--- src/rtl/mem_burst_arbiter.sv ---
// Shared burst memory behind the cache controllers.
// Round-robin arbitration, one read or write burst at a time.
module mem_burst_arbiter #(
    parameter int mem_depth  = 32,
    parameter int data_width = 32,
    parameter int addr_width = 32,
    parameter int cache_num  = 4
) (
    input  logic                             clk,
    input  logic                             rst_n,
    input  logic [cache_num-1:0]             rd_req,
    input  logic [cache_num*addr_width-1:0]  rd_addr,
    input  logic [cache_num*16-1:0]          rd_len,
    output logic [cache_num-1:0]             rd_gnt,
    output logic [data_width-1:0]            rd_data,
    output logic [cache_num-1:0]             rd_valid,
    input  logic [cache_num-1:0]             rd_ready,
    output logic [cache_num-1:0]             rd_done,
    input  logic [cache_num-1:0]             wr_req,
    input  logic [cache_num*addr_width-1:0]  wr_addr,
    input  logic [cache_num*16-1:0]          wr_len,
    input  logic [cache_num*data_width-1:0]  wr_data,
    input  logic [cache_num-1:0]             wr_valid,
    input  logic [cache_num-1:0]             wr_last,
    output logic [cache_num-1:0]             wr_gnt,
    output logic [cache_num-1:0]             wr_ready,
    output logic [cache_num-1:0]             wr_done
);

    localparam int AW = $clog2(mem_depth);
    localparam int CW = (cache_num > 1) ? $clog2(cache_num) : 1;

    typedef enum logic [2:0] {
        IDLE, GRANT, RD_BURST, WR_BURST, DONE
    } state_t;

    state_t                state;
    logic [data_width-1:0] mem [mem_depth];
    logic [CW-1:0]         rr_ptr;
    logic [CW-1:0]         cid;
    logic                  dir_wr;
    logic [AW-1:0]         base;
    logic [15:0]           len;
    logic [15:0]           count;
    logic [AW-1:0]         cur_idx;
    logic [CW-1:0]         win_id;
    logic                  win_found;
    logic                  win_wr;
    logic [CW-1:0]         j;
    logic [cache_num-1:0]  win_oh;
    logic [cache_num-1:0]  cid_oh;
    logic                  unused_ok;

    // wr_last is informational; high address bits are ignored
    assign unused_ok = ^{wr_last, rd_addr, wr_addr};

    assign cur_idx = base + count[AW-1:0];

    // Round-robin scan from rr_ptr; write wins over read in one cache
    always_comb begin
        win_found = 1'b0;
        win_id    = '0;
        win_wr    = 1'b0;
        j         = '0;
        for (int k = 0; k < cache_num; k++) begin
            j = CW'((int'(rr_ptr) + k) % cache_num);
            if (!win_found && (wr_req[j] || rd_req[j])) begin
                win_found = 1'b1;
                win_id    = j;
                win_wr    = wr_req[j];
            end
        end
    end

    // One-hot decodes of the scan winner and the latched owner
    always_comb begin
        win_oh         = '0;
        win_oh[win_id] = 1'b1;
        cid_oh         = '0;
        cid_oh[cid]    = 1'b1;
    end

    // Burst FSM with registered handshake outputs
    always_ff @(posedge clk or negedge rst_n) begin
        if (!rst_n) begin
            state    <= IDLE;
            rr_ptr   <= '0;
            cid      <= '0;
            dir_wr   <= 1'b0;
            base     <= '0;
            len      <= '0;
            count    <= '0;
            rd_gnt   <= '0;
            wr_gnt   <= '0;
            rd_valid <= '0;
            wr_ready <= '0;
            rd_done  <= '0;
            wr_done  <= '0;
            rd_data  <= '0;
        end else begin
            rd_gnt  <= '0;
            wr_gnt  <= '0;
            rd_done <= '0;
            wr_done <= '0;
            unique case (state)
                IDLE: begin
                    if (win_found) begin
                        cid    <= win_id;
                        dir_wr <= win_wr;
                        count  <= '0;
                        if (win_wr) begin
                            base   <= wr_addr[int'(win_id)*addr_width +: AW];
                            len    <= wr_len[int'(win_id)*16 +: 16];
                            wr_gnt <= win_oh;
                        end else begin
                            base   <= rd_addr[int'(win_id)*addr_width +: AW];
                            len    <= rd_len[int'(win_id)*16 +: 16];
                            rd_gnt <= win_oh;
                        end
                        rr_ptr <= (win_id == CW'(cache_num - 1)) ?
                                  '0 : win_id + CW'(1);
                        state  <= GRANT;
                    end
                end
                GRANT: begin
                    if (len == 16'd0) begin
                        if (dir_wr) wr_done <= cid_oh;
                        else        rd_done <= cid_oh;
                        state <= DONE;
                    end else if (dir_wr) begin
                        wr_ready <= cid_oh;
                        state    <= WR_BURST;
                    end else begin
                        rd_valid <= cid_oh;
                        rd_data  <= mem[base];
                        state    <= RD_BURST;
                    end
                end
                RD_BURST: begin
                    if (rd_ready[cid]) begin
                        if (count == len - 16'd1) begin
                            rd_valid <= '0;
                            rd_done  <= cid_oh;
                            state    <= DONE;
                        end else begin
                            count   <= count + 16'd1;
                            rd_data <= mem[cur_idx + AW'(1)];
                        end
                    end
                end
                WR_BURST: begin
                    if (wr_valid[cid]) begin
                        if (count == len - 16'd1) begin
                            wr_ready <= '0;
                            wr_done  <= cid_oh;
                            state    <= DONE;
                        end else begin
                            count <= count + 16'd1;
                        end
                    end
                end
                DONE: begin
                    state <= IDLE;
                end
                default: begin
                    state <= IDLE;
                end
            endcase
        end
    end

    // Memory array, deliberately not reset
    always_ff @(posedge clk) begin
        if (state == WR_BURST && wr_valid[cid]) begin
            mem[cur_idx] <= wr_data[int'(cid)*data_width +: data_width];
        end
    end

endmodule

--- config.mk ---
export PLATFORM = sky130hd
export DESIGN_NAME = mem_burst_arbiter
export DESIGN_NICKNAME = d
export VERILOG_FILES = /design/src/rtl/mem_burst_arbiter.sv
export SDC_FILE = /design/constraint.sdc
export NUM_CORES = 2
export LEC_CHECK = 0
export CORE_UTILIZATION = 55
export CTS_CLUSTER_DIAMETER = 120
export DETAILED_ROUTE_END_ITERATION = 12
export GPL_ROUTABILITY_DRIVEN = 0
export PLACE_DENSITY = 0.82
export SETUP_SLACK_MARGIN = 0.1
export SLEW_MARGIN = 15
export SYNTH_ARGS = -nofsm -noshare
export SYNTH_HDL_FRONTEND = slang
export SYNTH_SLANG_ARGS = --single-unit
--- constraint.sdc ---
create_clock -name clk -period 4.64 [get_ports clk]
set_input_delay 1.16 -clock clk [delete_from_list [all_inputs] [get_ports clk]]
set_output_delay 1.16 -clock clk [all_outputs]
set_load 0.005 [all_outputs]
### Yosys cells after proc, flatten, opt, wreduce, memory -nomap -nowiden

Memories as Yosys holds them, arrays and structs flattened.
Index checks and enable logic that the tools add are counted.

| word-level totals | value |
|---|---|
| register bits | 101 |
| memories kept | 1 |
| bits of input ports | 534 |
| bits in writable memories | 1024 |

| operators by class | value |
|---|---|
| shift-type cells | 5 |
| add/sub/neg operators | 8 |
| order comparisons | 8 |
| reductions and logical operators | 24 |
| muxes and demuxes | 82 |
| equality and inequality tests | 14 |

Memories:

| memory | depth | bits a word | read ports | clocked after memory_dff | write ports | line | source |
|---|---|---|---|---|---|---|---|
| mem | 32 | 32 | 2 | 0 | 1 | 38 | `logic [data_width-1:0] mem [mem_depth];` |

Operator list:

| kind | number |
|---|---|
| variable part select 128 x 8 -> 5 bit | 2 |
| 2-to-1 mux 32 bit | 4 |
| variable part select 128 x 8 -> 32 bit | 1 |
| variable part select 64 x 7 -> 16 bit | 2 |
| 2-to-1 mux 16 bit | 5 |
| 2-to-1 mux 4 bit | 20 |
| one-hot mux 32 bit (2 select lines) | 1 |
| one-hot mux 16 bit (3 select lines) | 1 |
| one-hot mux 4 bit (2 select lines) | 4 |
| 2-to-1 mux 1 bit | 23 |
| binary-select mux 1 bit (select 2 bit) | 10 |
| less-than comparator 2 x 3 -> 1 bit (second input constant) | 6 |
| inequality test 2 bit (second input constant) | 9 |
| adder 16 x 1 -> 16 bit (second input constant) | 1 |
| equality test 16 bit | 1 |
| logical NOT 16 bit | 1 |
| subtractor 16 x 1 -> 16 bit (second input constant) | 1 |
| 2-to-1 mux 3 bit | 5 |
| AND reduction 5 bit | 3 |
| one-hot mux 3 bit (4 select lines) | 1 |
| 2-to-1 mux 2 bit | 5 |
| equality test 3 x 2 -> 1 bit (second input constant) | 2 |
| logical AND 1 bit | 6 |
| adder 5 x 1 -> 5 bit (second input constant) | 1 |
| other kinds (16) | 26 |

### Depth between registers and ports, before layout

| depth | value |
|---|---|
| depth after elaboration | 20 |
| gate-level depth with buffers | 12 |
| mapped depth without buffers | 10 |

### Worst setup path before layout

Ideal clock, no wire load.

| timing path | value |
|---|---|
| path kind | register -> register |
| start | register count[0] |
| end | memory mem[20][0] (enable) |
| arrival | 3.339 ns |
| required time | 4.219 ns |
| setup time | 0.421 ns |
| path buffers | 3 |
| setup slack | 0.880 ns |
| stages on the path, launching flop included | 9 |
| path through | dfrtp_1 > ha_1 > clkbuf_1 > buf_1 > buf_1 > inv_1 > ha_1 > nand2_1 > nor2_1 |

| on the way | value |
|---|---|
| word-level cells in the longest chain between the ends | 1 |

RTL lines:

| element | line | source |
|---|---|---|
| start: declaration | 44 | `logic [15:0] count;` |
| start signal: assignment | 146 | `count <= count + 16'd1;` |
| start signal: assignment | 158 | `count <= count + 16'd1;` |
| adder 5 bit | 57 | `assign cur_idx = base + count[AW-1:0];` |
| end: declaration | 38 |  |

No other way between the ends.

### Worst setup path in the final report

| timing path | value |
|---|---|
| start | register base[0] |
| end | register rd_data[4] |

| on the way | value |
|---|---|
| word-level cells in the longest chain between the ends | 6 |
| elaborated cells between the ends (all ways) | 8 |
| classes of those cells | add/sub: 2; mux: 5; memory: 1 |

RTL lines:

| element | line | source |
|---|---|---|
| start: declaration | 42 | `logic [AW-1:0] base;` |
| start signal: assignment | 112 | `base <= wr_addr[int'(win_id)*addr_width +: AW];` |
| start signal: assignment | 116 | `base <= rd_addr[int'(win_id)*addr_width +: AW];` |
| adder 5 bit | 57 |  |
| adder 5 x 1 -> 5 bit | 147 | `rd_data <= mem[cur_idx + AW'(1)];` |
| memory read (32 x 32 bit) (*) | n/a |  |
| 2-to-1 mux 32 bit | 141 | `if (count == len - 16'd1) begin` |
| 2-to-1 mux 32 bit | 140 | `if (rd_ready[cid]) begin` |
| one-hot mux 32 bit (2 select lines) (*) | 105 | `unique case (state)` |
| end signal: assignment | 135 | `rd_data <= mem[base];` |
| end signal: assignment | 147 |  |
| end: declaration | 15 | `output logic [data_width-1:0] rd_data,` |

Every way passes the cells marked *; elsewhere a longest branch is shown, timed or not. The select of a mux whose other input is x is not followed.
A chain may end at the register's enable or synchronous reset.

==> impl_metrics.tcl <==
set metrics [dict create \
    io_pins 590 \
    synth_nets 3260 \
    critPathMaxFanout 135 \
    async_reset_ff_frac 0.0898 \
    synth-xor-area-share 0.00627 \
    critPathCaptureType "flip-flop" \
    rsz0062_at_grt "no" \
    port_buffers 369 \
    synth_cells 2711 \
    drv_slew 0 \
    cts.clk_slew.worst_paths_ns 0.07 \
    synth_compound_area_frac 0.0266 \
    die_h_um 316 \
    grt-ovfl-total 0 \
    yosysWarnings 0 \
    synth.avg_cell_area_um2 20.0 \
    dr_total_vias 32700 \
    place_ws_ns 0.241 \
    htreeDepth 3 \
    antenna_found_initial 3 \
    place_inst 4256 \
    first_iter_violations 4905 \
    cts_tree "done" \
    nets 3641 \
    yosys_register_bits 1125 \
    syn_to_final_growth_pct 18.0 \
    startpoint_type "flip-flop" \
    die_area_mm2 0.0999 \
    cts.path.max_buffers 3 \
    ys_seq_area_frac 0.613 \
    p_leak_uw 0.0209 \
    std_cell_rows 114 \
    coreArea_mm2 0.0971 \
    r2r_start "base[0]" \
    synthesis.area_mm2 0.0543 \
    crit_type "flip-flop to flip-flop" \
    final-setup-viol-count 0 \
    routed_wirelength_mm 165 \
    ys_types 61 \
    drtAntennaViolNets 0 \
    setup_ws_ns 0.743 \
    powerDensity_mw_per_mm2 744 \
    ys.flop_type "edfxtp_1" \
    cp.arrival_ns 4.47 \
    peakVddDrop_uv 1610 \
    dp_hpwl_mm 89.2 \
    clock-sinks 1125 \
    hp-start "rd_data[16]" \
    root_buffer "clkbuf_16" \
    post_cts_resized 0 \
    cts_hold_buf 0 \
    synth-simple-area-share 0.0246 \
    drive_gt1_frac 0.320 \
    yosys.area_share.adder 0.00360 \
    layout_worst_path_cycle_share 0.840 \
    layout_min_cycle_time_ns 3.90 \
    grt_pass1_wl_mm 235 \
    synth_top_family_by_area "multiplexers" \
    hold_violations 0 \
    grt_max_degree 136 \
    numCtsBuffers 110 \
    synth_edf_count 1024 \
    grt_pass1_vias 33900 \
    crit_path_start "base[0]" \
    tightest_slew_ns 1.20 \
    drc 0 \
    initial_utilization 0.559 \
    worstSkewPairLatency_ns 0.71 \
    avgViaCountPerCell 7.33 \
    holdWs_ns 0.497 \
    required_ns 5.21 \
    muxShareOfSynthArea 0.309 \
    dieWidth_um 316 \
    dr.pass1.iters 6 \
    post-cts-setup-buffer-count 0 \
    final_cells 4464 \
    r2r_setup_slack_ns 0.74 \
    timing.fmax_mhz 257 \
    status "completed" \
    tns_ns 0 \
    post-route-util 0.659 \
    slew-limit-headroom 0.197 \
    hold_class "flip-flop to flip-flop" \
    avgRoutedWirePerCell_um 37.0 \
    skew_ns 0.0305 \
    maxCapViolCount 0 \
    grt_usage 0.335 \
]
==> logic make-up (layout without fill, tap and decap cells) <==
group	after synthesis	in the layout
other cells	0	1
mux	829	829
fa+ha+maj	15	15
compound gates	201	201
buf+inv	227	703
xor+xnor	38	38
flops	1125	1125
simple gates	276	276
==> final cells by class <==
type,instances,area (um2)
antenna,1,2.50
tap,1276,1600
inverter,16,60.1
multi-input combinational,1359,20400
fill,5987,33100
timing repair buffer,480,5050
sequential,1125,33300
clock inverter,64,633
clock buffer,143,2980
==> per-stage QoR <==
stage | cell area, um2 | total power, uW
6_report | 64000 | 47600
5_1_grt | 64000 | 49000
4_1_cts | 64000 | 47400
3_5_place_dp | 60400 | 38200
3_3_place_gp | 60400 | 37600
2_1_floorplan | 54300 | 30400
==> routing by layer <==
metal,part of all wire,global-route usage
met4,0.059,0.168
met5,0.000085,0
met1,0.31,0.425
met3,0.15,0.0922
met2,0.48,0.538
==> path summary, 6_finish.rpt <==
| check | end | cells after the start |
|---|---|---|
| worst max-delay path | rd_data[4] | 7 |
| worst min-delay path | rd_data[16] | 2 |
| worst max register to register | rd_data[4] | 7 |
| worst min register to register | rd_data[16] | 2 |
| max in group asynchronous | rd_data[0] | 2 |
| min in group asynchronous | rd_gnt[0] | 1 |
==> synthesized netlist by cell type, types with 3 or more instances <==
| master | number | area (um2) |
|---|---|---|
| o211ai_1 | 3 | 22.5 |
| a21o_1 | 4 | 30.0 |
| buf_4 | 4 | 30.0 |
| nand3_1 | 11 | 55.1 |
| o21ai_0 | 31 | 155 |
| nor2b_1 | 37 | 231 |
| nor3_1 | 16 | 80.1 |
| o21a_1 | 3 | 22.5 |
| a21oi_1 | 17 | 85.1 |
| a31oi_1 | 3 | 18.8 |
| a22o_1 | 6 | 52.6 |
| nand2b_1 | 7 | 43.8 |
| dfrtp_1 | 101 | 2530 |
| nand4_1 | 3 | 18.8 |
| o311ai_0 | 3 | 26.3 |
| or2_2 | 4 | 25.0 |
| edfxtp_1 | 1024 | 30700 |
| buf_2 | 26 | 130 |
| nor2_1 | 75 | 282 |
| o31ai_1 | 36 | 270 |
| nor4_1 | 5 | 31.3 |
| xnor2_1 | 31 | 272 |
| nand2_1 | 86 | 323 |
| buf_1 | 33 | 124 |
| a211oi_1 | 39 | 293 |
| inv_1 | 16 | 60.1 |
| and2_1 | 8 | 50.1 |
| mux2i_1 | 151 | 1510 |
| o22ai_1 | 33 | 206 |
| mux4_2 | 676 | 15200 |
| a32o_1 | 3 | 30.0 |
| a2111oi_2 | 4 | 60.1 |
| ha_1 | 14 | 175 |
| xor2_1 | 6 | 52.6 |
| clkbuf_1 | 147 | 552 |
| o2111ai_1 | 3 | 26.3 |
| or3_1 | 5 | 31.3 |
| and3_1 | 7 | 43.8 |
==> flip-flops by register name, summed over array words and instances, names as in the netlist <==
signal	cells
base	5
cid	2
count	16
dir_wr	1
len	16
mem	1024
rd_data	32
rd_done	4
rd_gnt	4
rd_valid	4
rr_ptr	2
state	3
wr_done	4
wr_gnt	4
wr_ready	4
==> cell usage in the layout (no fill, tap or decap), types with 10 or more instances in the layout <==
cell type	n
xnor2_1	30
dfrtp_1	94
buf_4	70
clkinv_2	21
o31ai_1	36
mux2i_1	151
clkbuf_1	24
clkdlybuf4s50_1	368
nor2_4	33
clkbuf_16	111
nor2b_1	37
nor3_1	16
a211oi_1	39
edfxtp_1	1024
a21oi_1	17
buf_12	42
o22ai_1	32
o21ai_0	31
mux4_2	676
nand3_1	11
bufinv_16	10
nand2_1	85
clkinv_1	19
inv_1	16
nor2_1	42
ha_1	12
==> report_power, final <==
group          switching, uW  total (uW)  internal (uW)  leakage, uW
combinational          12800       25100          12300      0.00863
clock                   3920        9010           5090      0.00175
sequential               771       13500          12700       0.0105
==> worst max-delay path, stage by stage (launching register included) <==
cell	delay, ns
dfrtp_4	0.45
buf_12	0.60
buf_4	0.90
mux4_2	0.44
mux4_2	0.47
nor2b_1	0.15
a211oi_1	0.33
o31ai_1	0.14
(Power assumes the default switching activity.)
